## src/rtl/stream_mux_n_if.sv

```systemverilog
// Stream bundle around stream_mux_n: N input channels, one output channel,
// plus the selection controls. The mux uses the slave view, the environment
// the master view.
interface stream_mux_n_if #(
    parameter int unsigned WIDTH = 8,
    parameter int unsigned N     = 4
);
    localparam int unsigned SEL_W = (N > 1) ? $clog2(N) : 1;

    logic [N*WIDTH-1:0] in_data;
    logic [N-1:0]       in_valid;
    logic [N-1:0]       in_ready;
    logic [SEL_W-1:0]   sel;
    logic               rr_en;
    logic [WIDTH-1:0]   out_data;
    logic [SEL_W-1:0]   out_ch;
    logic               out_valid;
    logic               out_ready;

    // Producers and consumer side
    modport master (
        output in_data, in_valid, sel, rr_en, out_ready,
        input  in_ready, out_data, out_ch, out_valid
    );

    // Multiplexer side
    modport slave (
        input  in_data, in_valid, sel, rr_en, out_ready,
        output in_ready, out_data, out_ch, out_valid
    );
endinterface

```

## src/rtl/stream_mux_n.sv

```systemverilog
// N-channel valid/ready stream multiplexer with one registered output stage.
// Source is chosen either by an explicit select or by round-robin arbitration
// starting after the last served channel.
module stream_mux_n #(
    parameter int unsigned WIDTH = 8,
    parameter int unsigned N     = 4
) (
    input logic          clk,
    input logic          rst,
    stream_mux_n_if.slave bus
);
    localparam int unsigned SEL_W = (N > 1) ? $clog2(N) : 1;
    localparam int unsigned NP    = 1 << SEL_W;

    logic [WIDTH-1:0] out_data_q, out_data_d;
    logic [SEL_W-1:0] out_ch_q, out_ch_d;
    logic             out_valid_q, out_valid_d;
    logic [SEL_W-1:0] ptr_q, ptr_d;

    logic             load_en;
    logic             grant_ok;
    logic [SEL_W-1:0] grant;
    logic [NP-1:0]    valid_pad;
    logic [WIDTH-1:0] words [N];

    // Padding bits are zero, so an out-of-range select sees no valid channel
    assign valid_pad = NP'(bus.in_valid);
    assign load_en   = ~out_valid_q | bus.out_ready;

    // Unpack the flat input bus into per-channel words
    always_comb begin
        for (int i = 0; i < int'(N); i++) begin
            words[i] = bus.in_data[i*WIDTH +: WIDTH];
        end
    end

    // Grant selection: explicit select, or first valid channel after ptr
    always_comb begin
        int               idx;
        logic [SEL_W-1:0] idx_w;
        grant    = '0;
        grant_ok = 1'b0;
        idx      = 0;
        idx_w    = '0;
        if (!bus.rr_en) begin
            grant    = bus.sel;
            grant_ok = valid_pad[bus.sel];
        end else begin
            // Scan from farthest to nearest so the nearest valid channel wins
            for (int k = int'(N); k > 0; k--) begin
                idx   = (int'(ptr_q) + k) % int'(N);
                idx_w = SEL_W'(idx);
                if (valid_pad[idx_w]) begin
                    grant    = idx_w;
                    grant_ok = 1'b1;
                end
            end
        end
    end

    // One-hot ready toward the granted channel, suppressed during reset
    always_comb begin
        bus.in_ready = '0;
        if (!rst && load_en && grant_ok) begin
            bus.in_ready[grant] = 1'b1;
        end
    end

    // Next-state of the output register and arbitration pointer
    always_comb begin
        out_data_d  = out_data_q;
        out_ch_d    = out_ch_q;
        out_valid_d = out_valid_q;
        ptr_d       = ptr_q;
        if (load_en) begin
            if (grant_ok) begin
                out_data_d  = words[grant];
                out_ch_d    = grant;
                out_valid_d = 1'b1;
                ptr_d       = grant;
            end else begin
                out_valid_d = 1'b0;
            end
        end
    end

    // State registers; ptr resets to N-1 so channel 0 is served first
    always_ff @(posedge clk or posedge rst) begin
        if (rst) begin
            out_data_q  <= '0;
            out_ch_q    <= '0;
            out_valid_q <= 1'b0;
            ptr_q       <= SEL_W'(N - 1);
        end else begin
            out_data_q  <= out_data_d;
            out_ch_q    <= out_ch_d;
            out_valid_q <= out_valid_d;
            ptr_q       <= ptr_d;
        end
    end

    assign bus.out_data  = out_data_q;
    assign bus.out_ch    = out_ch_q;
    assign bus.out_valid = out_valid_q;
endmodule

```

## src/flat_wrapper.sv

```systemverilog
// flat-port wrapper written by rule: the top's interface ports become plain ports
module stream_mux_n_flat 
#(
    parameter int unsigned WIDTH = 8,
    parameter int unsigned N     = 4
)
  (clk, rst, bus_in_data, bus_in_valid, bus_sel, bus_rr_en, bus_out_ready, bus_in_ready, bus_out_data, bus_out_ch, bus_out_valid);
  stream_mux_n_if #(.WIDTH(WIDTH), .N(N)) bus_i ();
  input logic clk;
  input logic rst;
  input wire logic [$bits(bus_i.in_data)-1:0] bus_in_data;
  input wire logic [$bits(bus_i.in_valid)-1:0] bus_in_valid;
  input wire logic [$bits(bus_i.sel)-1:0] bus_sel;
  input wire logic [$bits(bus_i.rr_en)-1:0] bus_rr_en;
  input wire logic [$bits(bus_i.out_ready)-1:0] bus_out_ready;
  output wire logic [$bits(bus_i.in_ready)-1:0] bus_in_ready;
  output wire logic [$bits(bus_i.out_data)-1:0] bus_out_data;
  output wire logic [$bits(bus_i.out_ch)-1:0] bus_out_ch;
  output wire logic [$bits(bus_i.out_valid)-1:0] bus_out_valid;
  assign bus_i.in_data = bus_in_data;
  assign bus_i.in_valid = bus_in_valid;
  assign bus_i.sel = bus_sel;
  assign bus_i.rr_en = bus_rr_en;
  assign bus_i.out_ready = bus_out_ready;
  assign bus_in_ready = bus_i.in_ready;
  assign bus_out_data = bus_i.out_data;
  assign bus_out_ch = bus_i.out_ch;
  assign bus_out_valid = bus_i.out_valid;
  stream_mux_n #(.WIDTH(WIDTH), .N(N)) u_core (.clk(clk), .rst(rst), .bus(bus_i));
endmodule
```

## config.mk

```make
export PLATFORM = sky130hd
export DESIGN_NAME = stream_mux_n_flat
export DESIGN_NICKNAME = d
export VERILOG_FILES = /design/src/rtl/stream_mux_n_if.sv /design/src/rtl/stream_mux_n.sv /design/src/flat_wrapper.sv
export SDC_FILE = /design/constraint.sdc
export NUM_CORES = 1
export LEC_CHECK = 0
export CORE_ASPECT_RATIO = 0.75
export CORE_MARGIN = 2
export CORE_UTILIZATION = 45
export CTS_CLUSTER_SIZE = 28
export DETAILED_ROUTE_END_ITERATION = 6
export HOLD_SLACK_MARGIN = 0.03
export PLACE_DENSITY = 0.95
export SYNTH_ARGS = -nofsm -noshare
export SYNTH_HDL_FRONTEND = slang
export SYNTH_SLANG_ARGS = --single-unit
```

## constraint.sdc

```tcl
create_clock -name clk -period 5.3 [get_ports clk]
set_clock_uncertainty 0.1 [all_clocks]
set_input_delay 0.795 -clock clk [delete_from_list [all_inputs] [get_ports clk]]
set_output_delay 0.795 -clock clk [all_outputs]
set_load 0.03 [all_outputs]
```

Yosys cells after proc, flatten, opt, wreduce, memory -nomap -nowiden
Index checks and enable logic that the tools add are counted.

storage, ports and cells
  memory bits (writable) = 0
  bits in read-only memories = 0
  output and inout bits = 15
  flip-flop bits (word level) = 13
  logic and storage cells = 51
  memories kept = 0
  input bits = 42
  latch bits = 0

operators by class
  reduce and logical (&&, ||, !) cells = 5
  $mul = 0
  div/mod/pow operators = 0
  bitwise operators = 3
  shift operators = 0
  multiplexer cells = 27
  magnitude comparators = 8
  add/sub/neg operators = 4
  equal/unequal tests = 0

operators with widths
  kind                                                                number
  < comparator 2 x 3 -> 1 bit (second input constant)                 6
  binary-select mux 8 bit (select 2 bit)                              1
  2-to-1 mux 8 bit                                                    2
  2-to-1 mux 1 bit                                                    12
  binary-select mux 1 bit (select 2 bit)                              5
  2-to-1 mux 2 bit                                                    5
  adder 2 x 1 -> 2 bit (second input constant)                        2
  adder 2 bit (second input constant)                                 2
  2-to-1 mux 4 bit                                                    1
  greater-or-equal comparator 3 bit (second input constant)           1
  logical AND 1 bit                                                   3
  inverter 2 -> 3 bit                                                 1
  demux 1 bit (select 2 bit)                                          1
  greater-or-equal comparator 2 x 1 -> 1 bit (second input constant)  1
  AND reduction 2 bit                                                 1
  logical NOT 1 bit                                                   1
  inverter 1 bit                                                      1
  bitwise OR 1 bit                                                    1

Longest topological paths before layout
  depth in word-level cells = 13
  mapped depth = 9
  gate-level depth less buffers = 5

Least setup slack after synthesis
Ideal clock, no wire load.

  path kind = in2out
  start point = input bus_sel[0]
  end point = output bus_in_ready[3]
  data arrival time = 2640 ps
  buffers on the path = 4
  required time = 4405 ps
  slack = 1765 ps
  stages = 8
  cell sequence = buf_6 nor2b_1 a22o_1 or3b_1 buf_2 buf_6 buf_6 nor4b_2

on the way
  longest elaborated chain between the ends = 6
  elaborated cells between the ends (all ways) = 11
  classes of those cells = 2 x order compare; 7 x mux; 2 x reduce/logical

RTL lines
  what                                                                                                             line                text
  start, declared                                                                                                  flat_wrapper.sv:13  input wire logic [$bits(bus_i.sel)-1:0] bus_sel;
  2-to-1 mux 2 bit                                                                                                 stream_mux_n.sv:45  if (!bus.rr_en) begin
  < comparator 2 x 3 -> 1 bit (not written as such) or greater-or-equal comparator 2 x 1 -> 1 bit (tied branches)  stream_mux_n.sv:65  bus.in_ready[grant] = 1'b1;
  logical AND 1 bit (not written as such)                                                                          stream_mux_n.sv:65
  2-to-1 mux 1 bit (not written as such)                                                                           stream_mux_n.sv:65
  demux 1 bit (select 2 bit)                                                                                       -
  2-to-1 mux 4 bit *                                                                                               stream_mux_n.sv:64  if (!rst && load_en && grant_ok) begin
  end, declared                                                                                                    flat_wrapper.sv:16  output wire logic [$bits(bus_i.in_ready)-1:0] bus_in_ready;

Mark *: on every way between the ends. The rest lies on a longest branch, timed or not. The select of a mux whose other input is x is not followed.

Final worst setup path
  start point = input bus_in_valid[2]
  end point = output bus_in_ready[3]

on the way
  longest elaborated chain between the ends = 12
  elaborated cells between the ends (all ways) = 27
  classes of those cells = 2 x order compare; 23 x mux; 2 x reduce/logical

RTL lines
  what                                                                                                             line                text
  start, declared                                                                                                  flat_wrapper.sv:12  input wire logic [$bits(bus_i.in_valid)-1:0] bus_in_valid;
  binary-select mux 1 bit (select 2 bit)                                                                           stream_mux_n.sv:53  if (valid_pad[idx_w]) begin
  2-to-1 mux 1 bit (not written as such)                                                                           stream_mux_n.sv:53
  2-to-1 mux 2 bit (4 in a row)                                                                                    stream_mux_n.sv:53
  2-to-1 mux 2 bit                                                                                                 stream_mux_n.sv:45
  < comparator 2 x 3 -> 1 bit (not written as such) or greater-or-equal comparator 2 x 1 -> 1 bit (tied branches)  stream_mux_n.sv:65
  logical AND 1 bit (not written as such)                                                                          stream_mux_n.sv:65
  2-to-1 mux 1 bit (not written as such)                                                                           stream_mux_n.sv:65
  demux 1 bit (select 2 bit)                                                                                       -
  2-to-1 mux 4 bit *                                                                                               stream_mux_n.sv:64

Marked as above.

==> flow_metrics.tcl <==
set metrics [dict create \
    wl_final_um 4050 \
    regToRegStartpoint "u_core.ptr_q[1]$_DFFE_PP1P_" \
    global_route_usage_sum_pct 26.1 \
    power_per_cell_area_nw_per_um2 290 \
    cts.clk_slew.worst_paths_ns 0.06 \
    path_max_fanout 14 \
    postSynthCellCount 156 \
    worst-endpoint-required_ns 4.41 \
    dpl_cell_area_sq_um 1780 \
    synth.largest_area_cell "dfrtp_1" \
    antenna_violating_nets_post_route 0 \
    main_combinational_cell_family_by_area_after_synthesis "compound AO/OA/AOI/OAI gates" \
    asyncSetResetFlopFracSynth_pct 100 \
    synth.area.mux_share_pct 3.41 \
    overall_power_of_the_completed_layout_mw 0.529 \
    yosys.cell_types.count 39 \
    cts_hold_buffers 0 \
    synthAdderAreaFrac_pct 0 \
    antenna_cells 0 \
    top_level_ports 57 \
    setup.worst_path.end "bus_in_ready[3]" \
    largest_net_degree_at_the_start_of_global_routing 29 \
    first_pass_iters 5 \
    dpl_worst_slack_ns 0.793 \
    worst_ep_arrival_time_ns 3.67 \
    first_global_vias 1425 \
    register_area_sq_um 328 \
    initial_core_util_pct 47.6 \
    area_growth_syn_to_layout_pct 45.9 \
    actual_slew_at_the_worst_max_slew_pin_ns 0.595 \
    timing.final.max_slew_violations 0 \
    synth-main-ff-cell "dfrtp_1" \
    core_region_area_sq_um 2620 \
    yosys_register_bits 13 \
    cts-root-buf "clkbuf_8" \
    post_cts_buffers 0 \
    synth-compound-area-share_pct 33.5 \
    die_height_um 49.6 \
    r2r_cells 5 \
    total_leakage_power_nw 0.752 \
    die_area_sq_um 3220 \
    ctsLongestPathBuffers 2 \
    antenna_violations_before_repair 0 \
    fp.dieW_um 64.8 \
    share_of_synthesized_cell_area_in_and_or_nand_and_nor_gates_pct 26.8 \
    final_setup_violation_count 0 \
    multi_input_area_sq_um 795 \
    fp-row-count 16 \
    netlist_top_cells_count "nand2_1 (27), a21oi_1 (16), dfrtp_1 (11)" \
    final_core_util_pct 69.5 \
    routed_wire_length_per_instance_um 17.0 \
    worst_setup_path_end_kind "output pin" \
    synth_xor_xnor_area_share_pct 0 \
    post-synth-top-count-cell "nand2_1" \
    netlist_top_cells_area "dfrtp_1 (22%), nand2_1 (8.1%), a21oi_1 (6.4%)" \
    setup_slack_reg_to_reg_ns 2.76 \
    syn-cell-area_sq_um 1250 \
    globalRoute.totalOverflow 0 \
    cts_inserted_buffers 3 \
    drt_iter0_drc 133 \
    final.setup.tns_ns 0 \
    vdd_drop_max_v 0.000152 \
    dr_total_vias 1476 \
    crit_start "bus_in_valid[2]" \
    clkLatencyLatePin_ns 0.25 \
    clock_sinks 13 \
    timing.max_slew.rel_slack_pct 59.3 \
    level_count_of_the_clock_h_tree 1 \
    drt-vias-per-instance 6.20 \
    final.setup.worst_slack_ns 0.739 \
    design.final.nets 245 \
    fill_cells 217 \
    drive_gt1_share_pct 5.94 \
    timing.final.hold_violations 0 \
    fin_crit_sh_pct 86.1 \
    run_status "finished, final reports clean" \
    syn-mean-instance-area_sq_um 8.00 \
    seq_area_frac_synth_pct 26.3 \
    gp_congestion 0.880 \
    design_area_sq_um 1820 \
    grt_first_pass_wirelength_um 6540 \
    tritoncts "built" \
    postCtsResizedCells 0 \
    worstSetupStartpointType "input pin" \
    min-delay-path-class "flip-flop to flip-flop" \
    reg_to_reg_end "u_core.bus.out_data[6]$_DFFE_PP0P_" \
    clock.fmax_mhz 219 \
    buffer_ports.inserted 56 \
    drc 0 \
    maxCapViolations 0 \
    synth_nets 198 \
    synth_enable_flop_cells 0 \
    post-synth-top-area-fraction_pct 22.0 \
    critPathKind "input pin to output pin" \
    grt_setup_unrepaired "no" \
    hpwlAfterDp_um 3050 \
    ys.warnings.count 0 \
    final.min_clock_period_ns 4.56 \
]
sequential cells by signal (all words and copies together), names as in the netlist:
name                  cells
u_core.bus.out_data       8
u_core.bus.out_ch         2
u_core.ptr_q              2
u_core.bus.out_valid      1
cells by family after synthesis:
family,after synthesis
and+or+nand+nor,60
AOI/OAI and AO/OA,54
buffers and inverters,25
DFF,13
muxes,4
cells in the final DEF, fill, tap and decap left out, drive strengths merged, types with 2 or more instances in the layout:
cell type / n
clkdlybuf4s50: 56
nand2: 27
a21oi: 16
dfrtp: 11
a2111oi: 10
inv: 9
nor4: 9
and2: 7
a41o: 7
a221oi: 7
nor2b: 4
clkbuf: 4
nand2b: 3
nor2: 3
o21ai: 3
mux2i: 2
or3b: 2
a211oi: 2
nor4b: 2
mux2: 2
buf: 2
dfstp: 2
worst max-delay path, cell delays in order:
cell             delay [ns]
clkdlybuf4s50_1        0.62
nor2_1                 0.11
a2111oi_0              0.56
o22a_1                 0.56
nor4b_2                0.30
clkdlybuf4s50_1        0.72
worst min path at each step:
stage / cells past startpoint / endpoint / start / slack [ns]
after floorplan: 2 / u_core.ptr_q[0]$_DFFE_PP1P_ / u_core.ptr_q[0]$_DFFE_PP1P_ / 0.37
after global placement: 2 / u_core.bus.out_ch[0]$_DFFE_PP0P_ / u_core.bus.out_ch[0]$_DFFE_PP0P_ / 0.38
after detailed placement: 1 / u_core.bus.out_ch[1]$_DFFE_PP0P_ / u_core.bus.out_ch[1]$_DFFE_PP0P_ / 0.39
after CTS: 1 / u_core.bus.out_ch[1]$_DFFE_PP0P_ / u_core.bus.out_ch[1]$_DFFE_PP0P_ / 0.40
after global routing: 2 / u_core.ptr_q[0]$_DFFE_PP1P_ / u_core.ptr_q[0]$_DFFE_PP1P_ / 0.42
final: 1 / u_core.bus.out_ch[1]$_DFFE_PP0P_ / u_core.bus.out_ch[1]$_DFFE_PP0P_ / 0.40
layout make-up:
type,count,share of cell area (%)
tap,36,2.47
clock buffer,4,2.47
timing repair buffer,58,31.6
sequential,13,18.0
inverter,9,1.85
multi-input combinational,118,43.6
per-layer routing:
metal,routed length [um],global-route usage [%]
met5,0,0
met3,391,5.48
met4,102,6.74
met2,1890,44.7
met1,1670,33.4
power by group:
| group | switching (mW) | internal (mW) |
|---|---|---|
| clock network | 0.0389 | 0.0532 |
| registers | 0.0234 | 0.132 |
| logic | 0.158 | 0.123 |
stage by stage:
step                      hold WS (ns)  std cells
after global routing             0.423        238
after CTS                        0.405        238
after global placement           0.379        234
after floorplan                  0.372        156
final                            0.395        238
after detailed placement         0.392        234
(Power assumes the default switching activity.)
